**src/rtl/timer_pkg.sv**
```systemverilog
// Shared constants, types and calendar helpers for the tick-to-calendar conversion path.
package timer_pkg;

    localparam int unsigned EPOCH_YEAR      = 1970;
    localparam int unsigned TICK_HZ_DEFAULT = 100;
    localparam int unsigned DAYS_PER_QUAD   = 1461;
    localparam int unsigned DAYS_TO_2100    = 47482;

    typedef enum logic [2:0] {
        WD_SUN = 3'd0,
        WD_MON = 3'd1,
        WD_TUE = 3'd2,
        WD_WED = 3'd3,
        WD_THU = 3'd4,
        WD_FRI = 3'd5,
        WD_SAT = 3'd6
    } weekday_e;

    localparam weekday_e EPOCH_WEEKDAY = WD_THU;

    // Index 0 is January; February holds the common-year length.
    localparam logic [11:0][4:0] MONTH_DAYS = {
        5'd31, 5'd30, 5'd31, 5'd30, 5'd31, 5'd31,
        5'd30, 5'd31, 5'd30, 5'd31, 5'd28, 5'd31
    };

    typedef enum logic [3:0] {
        ST_IDLE,
        ST_LATCH,
        ST_DIV_CS,
        ST_DIV_S,
        ST_DIV_M,
        ST_DIV_H,
        ST_DIV_WD,
        ST_RANGE,
        ST_QUAD,
        ST_YEAR,
        ST_MONTH,
        ST_DONE
    } conv_state_e;

    function automatic logic [4:0] days_in_month(input logic [3:0] month, input logic leap);
        logic [4:0] len;
        len = 5'd31;
        for (int i = 0; i < 12; i++) begin
            if (month == 4'(i + 1)) len = MONTH_DAYS[i];
        end
        if (leap && (month == 4'd2)) len = 5'd29;
        return len;
    endfunction

    // Days from the epoch to January 1st of the given year, simple /4 leap rule.
    function automatic int unsigned days_before_year(input int unsigned year);
        return (year - EPOCH_YEAR) * 365 + ((year - 1) / 4 - (EPOCH_YEAR - 1) / 4);
    endfunction

endpackage

```
**src/rtl/serial_divider.sv**
```systemverilog
// Restoring divider: one load cycle, then one quotient bit per cycle, MSB first.
module serial_divider #(
    parameter int unsigned WIDTH = 64
) (
    input  logic             clk,
    input  logic             rst,
    input  logic             i_start,
    input  logic [WIDTH-1:0] i_dividend,
    input  logic [WIDTH-1:0] i_divisor,
    output logic             o_done,
    output logic [WIDTH-1:0] o_quotient,
    output logic [WIDTH-1:0] o_remainder
);

    localparam int unsigned CNT_W = $clog2(WIDTH + 1);

    logic [CNT_W-1:0] r_count;
    logic             r_active;
    logic [WIDTH-1:0] r_quot;
    logic [WIDTH-1:0] r_rem;
    logic [WIDTH-1:0] r_divisor;
    logic [WIDTH:0]   w_shift;
    logic             w_fits;

    // Partial remainder is one bit wider so the shifted value never overflows.
    assign w_shift = {r_rem, r_quot[WIDTH-1]};
    assign w_fits  = (w_shift >= {1'b0, r_divisor});

    always_ff @(posedge clk or posedge rst) begin
        if (rst) begin
            r_count   <= '0;
            r_active  <= 1'b0;
            r_quot    <= '0;
            r_rem     <= '0;
            r_divisor <= '0;
            o_done    <= 1'b0;
        end else begin
            o_done <= 1'b0;
            if (i_start) begin
                r_quot    <= i_dividend;
                r_rem     <= '0;
                r_divisor <= i_divisor;
                r_count   <= CNT_W'(WIDTH);
                r_active  <= 1'b1;
            end else if (r_active) begin
                r_rem   <= w_fits ? WIDTH'(w_shift - {1'b0, r_divisor}) : w_shift[WIDTH-1:0];
                r_quot  <= {r_quot[WIDTH-2:0], w_fits};
                r_count <= r_count - CNT_W'(1);
                if (r_count == CNT_W'(1)) begin
                    r_active <= 1'b0;
                    o_done   <= 1'b1;
                end
            end
        end
    end

    assign o_quotient  = r_quot;
    assign o_remainder = r_rem;

endmodule

```
**src/rtl/tick_calendar_converter.sv**
```systemverilog
// Sequential conversion of a 64-bit tick count into time-of-day, weekday and calendar date.
module tick_calendar_converter
    import timer_pkg::*;
#(
    parameter int unsigned TICK_HZ  = TICK_HZ_DEFAULT,
    parameter int unsigned MAX_YEAR = 2099
) (
    input  logic        clockSignal,
    input  logic        resetSignal,
    input  logic [63:0] tickCount,
    input  logic        convertRequest,
    output logic        busy,
    output logic        done,
    output logic        rangeError,
    output logic [6:0]  millisecondsDisplay,
    output logic [5:0]  secondsDisplay,
    output logic [5:0]  timeInMinutesDisplay,
    output logic [4:0]  timeInHoursDisplay,
    output logic [5:0]  dayDisplay,
    output logic [5:0]  dateDisplay,
    output logic [3:0]  monthDisplay,
    output logic [13:0] yearDisplay
);

    // First unsupported day; 47482 (2100-01-01) for the default last year.
    localparam int unsigned DAY_LIMIT = (MAX_YEAR == 2099) ? DAYS_TO_2100
                                                           : days_before_year(MAX_YEAR + 1);

    conv_state_e r_state;
    conv_state_e w_state_nxt;

    logic [63:0] r_tick;
    logic [63:0] r_days;
    logic [6:0]  r_cs;
    logic [5:0]  r_sec;
    logic [5:0]  r_min;
    logic [4:0]  r_hr;
    logic [2:0]  r_wd;
    logic [15:0] r_doy;
    logic [13:0] r_year;
    logic [3:0]  r_month;

    logic        w_div_start;
    logic        w_div_done;
    logic [63:0] w_div_dividend;
    logic [63:0] w_div_divisor;
    logic [63:0] w_div_quot;
    logic [63:0] w_div_rem;

    logic        w_out_of_range;
    logic        w_leap;
    logic [8:0]  w_year_len;
    logic [4:0]  w_month_len;
    logic        w_quad_step;
    logic        w_year_step;
    logic        w_month_step;
    logic        w_load_fields;

    serial_divider #(
        .WIDTH(64)
    ) u_divider (
        .clk        (clockSignal),
        .rst        (resetSignal),
        .i_start    (w_div_start),
        .i_dividend (w_div_dividend),
        .i_divisor  (w_div_divisor),
        .o_done     (w_div_done),
        .o_quotient (w_div_quot),
        .o_remainder(w_div_rem)
    );

    assign w_out_of_range = (r_days >= 64'(DAY_LIMIT));
    assign w_leap         = (r_year[1:0] == 2'b00);
    assign w_year_len     = w_leap ? 9'd366 : 9'd365;
    assign w_month_len    = days_in_month(r_month, w_leap);
    assign w_quad_step    = (r_doy >= 16'(DAYS_PER_QUAD));
    assign w_year_step    = (r_doy >= 16'(w_year_len));
    assign w_month_step   = (r_doy >= 16'(w_month_len));

    // State register
    always_ff @(posedge clockSignal or posedge resetSignal) begin
        if (resetSignal) r_state <= ST_IDLE;
        else             r_state <= w_state_nxt;
    end

    // Next-state logic
    always_comb begin
        w_state_nxt = r_state;
        unique case (r_state)
            ST_IDLE:   if (convertRequest) w_state_nxt = ST_LATCH;
            ST_LATCH:  w_state_nxt = ST_DIV_CS;
            ST_DIV_CS: if (w_div_done) w_state_nxt = ST_DIV_S;
            ST_DIV_S:  if (w_div_done) w_state_nxt = ST_DIV_M;
            ST_DIV_M:  if (w_div_done) w_state_nxt = ST_DIV_H;
            ST_DIV_H:  if (w_div_done) w_state_nxt = ST_DIV_WD;
            ST_DIV_WD: if (w_div_done) w_state_nxt = ST_RANGE;
            ST_RANGE:  w_state_nxt = w_out_of_range ? ST_DONE : ST_QUAD;
            ST_QUAD:   if (!w_quad_step) w_state_nxt = ST_YEAR;
            ST_YEAR:   if (!w_year_step) w_state_nxt = ST_MONTH;
            ST_MONTH:  if (!w_month_step) w_state_nxt = ST_DONE;
            ST_DONE:   w_state_nxt = convertRequest ? ST_LATCH : ST_IDLE;
            default:   w_state_nxt = ST_IDLE;
        endcase
    end

    // Divider chaining: each finished division launches the next from its quotient.
    always_comb begin
        w_div_start    = 1'b0;
        w_div_dividend = w_div_quot;
        w_div_divisor  = 64'd60;
        w_load_fields  = 1'b0;
        unique case (r_state)
            ST_LATCH: begin
                w_div_start    = 1'b1;
                w_div_dividend = r_tick;
                w_div_divisor  = 64'(TICK_HZ);
            end
            ST_DIV_CS: w_div_start = w_div_done;
            ST_DIV_S:  w_div_start = w_div_done;
            ST_DIV_M: begin
                w_div_start   = w_div_done;
                w_div_divisor = 64'd24;
            end
            ST_DIV_H: begin
                w_div_start    = w_div_done;
                w_div_dividend = w_div_quot + 64'(EPOCH_WEEKDAY);
                w_div_divisor  = 64'd7;
            end
            ST_MONTH: w_load_fields = !w_month_step;
            default: ;
        endcase
    end

    // Working registers: remainders, day count and the year/month walk.
    always_ff @(posedge clockSignal or posedge resetSignal) begin
        if (resetSignal) begin
            r_tick  <= '0;
            r_days  <= '0;
            r_cs    <= '0;
            r_sec   <= '0;
            r_min   <= '0;
            r_hr    <= '0;
            r_wd    <= '0;
            r_doy   <= '0;
            r_year  <= 14'(EPOCH_YEAR);
            r_month <= 4'd1;
        end else begin
            if (w_state_nxt == ST_LATCH) r_tick <= tickCount;
            unique case (r_state)
                ST_DIV_CS: if (w_div_done) r_cs  <= 7'(w_div_rem);
                ST_DIV_S:  if (w_div_done) r_sec <= 6'(w_div_rem);
                ST_DIV_M:  if (w_div_done) r_min <= 6'(w_div_rem);
                ST_DIV_H: begin
                    if (w_div_done) begin
                        r_hr   <= 5'(w_div_rem);
                        r_days <= w_div_quot;
                    end
                end
                ST_DIV_WD: if (w_div_done) r_wd <= 3'(w_div_rem);
                ST_RANGE: begin
                    r_doy   <= 16'(r_days);
                    r_year  <= 14'(EPOCH_YEAR);
                    r_month <= 4'd1;
                end
                ST_QUAD: begin
                    if (w_quad_step) begin
                        r_doy  <= r_doy - 16'(DAYS_PER_QUAD);
                        r_year <= r_year + 14'd4;
                    end
                end
                ST_YEAR: begin
                    if (w_year_step) begin
                        r_doy  <= r_doy - 16'(w_year_len);
                        r_year <= r_year + 14'd1;
                    end
                end
                ST_MONTH: begin
                    if (w_month_step) begin
                        r_doy   <= r_doy - 16'(w_month_len);
                        r_month <= r_month + 4'd1;
                    end
                end
                default: ;
            endcase
        end
    end

    // Handshake and range flag
    always_ff @(posedge clockSignal or posedge resetSignal) begin
        if (resetSignal) begin
            busy       <= 1'b0;
            done       <= 1'b0;
            rangeError <= 1'b0;
        end else begin
            busy <= (w_state_nxt != ST_IDLE) && (w_state_nxt != ST_DONE);
            done <= (w_state_nxt == ST_DONE);
            if (r_state == ST_RANGE) rangeError <= w_out_of_range;
        end
    end

    // Display fields move only on the edge into DONE, and not for out-of-range requests.
    always_ff @(posedge clockSignal or posedge resetSignal) begin
        if (resetSignal) begin
            millisecondsDisplay  <= '0;
            secondsDisplay       <= '0;
            timeInMinutesDisplay <= '0;
            timeInHoursDisplay   <= '0;
            dayDisplay           <= 6'(EPOCH_WEEKDAY);
            dateDisplay          <= 6'd1;
            monthDisplay         <= 4'd1;
            yearDisplay          <= 14'(EPOCH_YEAR);
        end else if (w_load_fields) begin
            millisecondsDisplay  <= r_cs;
            secondsDisplay       <= r_sec;
            timeInMinutesDisplay <= r_min;
            timeInHoursDisplay   <= r_hr;
            dayDisplay           <= 6'(r_wd);
            dateDisplay          <= 6'(r_doy + 16'd1);
            monthDisplay         <= r_month;
            yearDisplay          <= r_year;
        end
    end

endmodule

```
**config.mk**
```make
export PLATFORM = sky130hd
export DESIGN_NAME = tick_calendar_converter
export DESIGN_NICKNAME = d
export VERILOG_FILES = /design/src/rtl/timer_pkg.sv /design/src/rtl/serial_divider.sv /design/src/rtl/tick_calendar_converter.sv
export SDC_FILE = /design/constraint.sdc
export NUM_CORES = 1
export LEC_CHECK = 0
export ABC_AREA = 1
export BUFFER_PORTS_ARGS = -buffer_cell sky130_fd_sc_hd__buf_2
export CELL_PAD_IN_SITES_DETAIL_PLACEMENT = 0
export CELL_PAD_IN_SITES_GLOBAL_PLACEMENT = 1
export CORE_MARGIN = 2
export CORE_UTILIZATION = 40
export CTS_BUF_LIST = sky130_fd_sc_hd__clkbuf_8
export DETAILED_ROUTE_END_ITERATION = 10
export PLACE_DENSITY_LB_ADDON = 0.1
export SETUP_SLACK_MARGIN = 0.15
export SLEW_MARGIN = 10
export SYNTH_ARGS = -nofsm -noshare
export SYNTH_HDL_FRONTEND = slang
export SYNTH_SLANG_ARGS = --single-unit
```
**constraint.sdc**
```tcl
create_clock -name clockSignal -period 16.3 [get_ports clockSignal]
set_input_delay 0.815 -clock clockSignal [delete_from_list [all_inputs] [get_ports clockSignal]]
set_output_delay 0.815 -clock clockSignal [all_outputs]
set_load 0.01 [all_outputs]
```
==> results.cfg <==
[run_status]
outcome = finished, final reports clean

[layout]
final_layout_size_suffix_gt1_share_pct = 12.35
finalInstanceArea_sq_um = 25980
synthToLayoutAreaGrowth_pct = 10.55
nNetsFinal = 3454
final_cells = 4176

[yosys]
post_synth_num_cell_types = 50
yosys-top-cells-area = dfrtp_1, nand2_1, nor2_1, o21ai_0, nand3_1
synth_top_family_by_area = simple AND/OR/NAND/NOR gates
synth_seq_cells = 389
synth_mux_area_share_pct = 2.492
yosysSeqAreaShare_pct = 41.53
synth-simple-area-share_pct = 34.29
synthAdderAreaFrac_pct = 1.534
synth_area_sq_um = 23500
yosys_warnings = 0
synth_top_area_cell = dfrtp_1
synth_xor_area_share_pct = 2.609
synthCells = 3278
syn_area_per_cell_sq_um = 7.168
synth_compound_area_share_pct = 10.14
synth_top_area_share_pct = 39.51

[global_route]
met1_usage_pct = 36.14
track_usage_pct = 25.54
grt_pass1_wl_um = 121000
use_met3_pct = 4.063
busiest_layer = met2
gr-total-overflow = 0
grt_pass1_vias = 21270
grt_max_degree = 134
antenna_found_initial = 3
met2_usage_pct = 40.03

[power_and_ir_drop]
power.switching_mw = 0.4700
switching_share_pct = 23.77
clock_power_share_pct = 49.6
comb_power_share_pct = 1.5
ir_drop_uv = 59.16
power.density_nw_per_um2 = 76.12
seqPwrFrac_pct = 48.9
p_leak_nw = 12.95
internal-power_mw = 1.507

[flow_run]
max_cap_violations = 0

[detailed_routing]
wl_per_cell_um = 18.47
vias = 21980
dr.pass1.iters = 5
antenna_left = 0
vias_per_cell = 5.263
first_iter_violations = 1672
drcViolationCount = 0
wirelength_um = 77110

[clock_network]
cts_buffers = 73
clkLatencyLatePin_ns = 0.68
htree_levels = 3
cts-resized-gates = 0
cts_hold_buffers = 0
clockBufferDepth = 3
ctsRootBufferMaster = clkbuf_8
cts_tree = built
clk_pin_slew_ns = 0.06
post-cts-setup-buffers = 0
clock_sinks = 389

[sta]
relSlewSlack_pct = 18.58
worst_pin_slew_ns = 1.221
hold_ws_ns = 0.3728
setup_tns_ns = 0
finalSetupViolations = 0
hold_violations = 0
post-route-period-util_pct = 30.04
min_period_ns = 4.897
slew_violations = 0
fin_worst_skew_ns = 0.03821
fmax_mhz = 204.2
postLayoutSetupSlackWorst_ns = 11.40
rsz0062_at_grt = false

[worst_setup_path]
crit_slowest_cell = nand4_4
start_kind = register
cp-end-kind = register
cp.buffers_inverters = 3
path_class = register to register
path_max_fanout = 77
cp_data_required_time_ns = 16.85
crit_family = simple AND/OR/NAND/NOR gates
cpPeakStageDelay_ns = 0.81
crit_top_cell = nand2_1
arrival_ns = 5.44
crit_chain = inv_1, ha_1, nand2_1, nor2_1, nand2_1, nand2_1, o21ai_0, a21oi_1, o21ai_0, o31ai_1, nand2_1, ha_1, inv_1, fa_1, nand2_1, nor2_1, nor2_1, nand4_4, nand4_2, inv_2, o21ai_0, nand2_1

[placement]
gp_congestion = 0.9478
dpl_cell_area_sq_um = 24480
preCtsSetupSlack_ns = 11.40
placed_cells = 4050
place.port_buffers = 120
hpwlAfterDp_um = 55850

[floorplanning]
die_x_um = 246.4
ios = 124
core_sq_um = 57920
dieArea_sq_um = 60700
fp-row-count = 88
initial_core_util_pct = 40.57
fp.dieH_um = 246.4

[hold_path]
min_path_type = input pin to register
## cell usage in the layout (no fill, tap or decap), types with 6 or more instances in the layout
cell and n:
nand3b_1 26, xnor2_1 11, dfstp_2 18, buf_4 10
nor2_1 374, clkbuf_8 94, o21ai_0 254, nor2_4 6
nor2_2 15, buf_2 120, xor2_1 59, nand2_1 1110
nand3_1 200, inv_2 17, nor3_1 31, inv_1 273
nand4_1 40, dfrtp_1 371, ha_1 24, o21ai_1 46
mux2_2 52, a21oi_1 135, nand3_2 51
## per-layer routing
layer / vias to the layer above / wire [um] / share of wire, %
met1: 10460 / 36130 / 47
met3: 142 / 4480 / 5.8
met5: - / 0 / 0
li1: 10700 / - / -
met2: 678 / 34360 / 45
met4: 0 / 2142 / 2.8
## worst register-to-register path, cell delays in order, from the launching register on
cell and delay, ns:
dfstp_2 0.58, inv_1 0.08, ha_1 0.23, nand2_1 0.08, nor2_1 0.06, nand2_1 0.09, nand2_1 0.05, o21ai_0 0.07
a21oi_1 0.09, o21ai_0 0.15, o31ai_1 0.10, nand2_1 0.08, ha_1 0.13, inv_1 0.06, fa_1 0.39, nand2_1 0.10
nor2_1 0.10, nor2_1 0.29, nand4_4 0.81, nand4_2 0.81, inv_2 0.23, o21ai_0 0.13, nand2_1 0.06
## path summary, 6_finish.rpt
path	slack, ns	from	to	depth (start not counted)
setup / recovery	11.40	r_month[0]	r_doy[9]	22
hold / removal	0.37	tickCount[29]	r_tick[29]	2
max in group asynchronous	14.32	resetSignal	r_state[1]	3
setup reg to reg	11.40	r_month[0]	r_doy[9]	22
hold reg to reg	0.47	r_cs[0]	millisecondsDisplay[0]	2
min in group asynchronous	0.41	resetSignal	r_tick[17]	2
## flip-flops by register name, indices dropped and copies added (netlist names), 3 cells and up
signal / count
dateDisplay: 6
dayDisplay: 3
millisecondsDisplay: 7
monthDisplay: 4
r_cs: 7
r_days: 64
r_doy: 16
r_hr: 5
r_min: 6
r_month: 4
r_sec: 6
r_state: 4
r_tick: 64
r_wd: 3
r_year: 14
secondsDisplay: 6
timeInHoursDisplay: 5
timeInMinutesDisplay: 6
u_divider.o_quotient: 64
u_divider.o_remainder: 64
u_divider.r_count: 7
u_divider.r_divisor: 5
yearDisplay: 14
## power groups by stage
stage                     registers (mW)  logic [mW]  clock network (mW)
after global placement             0.983      0.0310                   0
final                              0.967      0.0297               0.981
after floorplan                    0.984      0.0149                   0
after CTS                          0.966      0.0318                1.02
after global routing               0.966      0.0348                1.06
after detailed placement           0.983      0.0317                   0
## kinds of logic (layout without fill, tap and decap cells)
group                    Yosys count  after routing
flip-flops                       389            389
AO/OA/AOI/OAI                    461            461
adder cells (fa/ha/maj)           27             27
other                              1              4
AND/OR/NAND/NOR                 1877           1877
buffers and inverters            401            531
multiplexers                      52             52
XOR/XNOR                          70             70
## Yosys cell counts (all sizes together)
| library cell | n |
|---|---|
| nor3b | 2 |
| o311ai | 1 |
| inv | 273 |
| ha | 24 |
| a31oi | 3 |
| o2111ai | 2 |
| dfstp | 18 |
| xnor2 | 11 |
| clkbuf | 43 |
| clkinv | 3 |
| buf | 82 |
| nor2 | 396 |
| o21a | 1 |
| o21ai | 305 |
| o211ai | 3 |
| conb | 1 |
| a21oi | 135 |
| nand3b | 26 |
| o31ai | 4 |
| nand2 | 1118 |
| dfrtp | 371 |
| nor4 | 1 |
| nor3 | 32 |
| nand4 | 43 |
| o22ai | 5 |
| xor2 | 59 |
| and2 | 3 |
| a21boi | 2 |
| nand3 | 253 |
| fa | 3 |
| or2 | 3 |
| mux2 | 52 |
## cell type report
class,instances,area (sq um)
clock buffers,94,1294
clock inverters,31,202.7
fillers,6197,31940
multi-input cells,2490,12040
flip-flops and latches,389,9757
inverters,276,1044
repair buffers,130,675.6
well taps,765,957.2
diodes,1,2.502
## stage by stage
| step | total power [mW] | utilization (%) |
|---|---|---|
| finish | 1.977 | 44.85 |
| global route | 2.057 | 44.85 |
| CTS | 2.016 | 44.85 |
| detailed placement | 1.015 | 42.26 |
| global placement | 1.014 | 42.26 |
| floorplan | 0.9988 | - |
(Power assumes the default switching activity.)
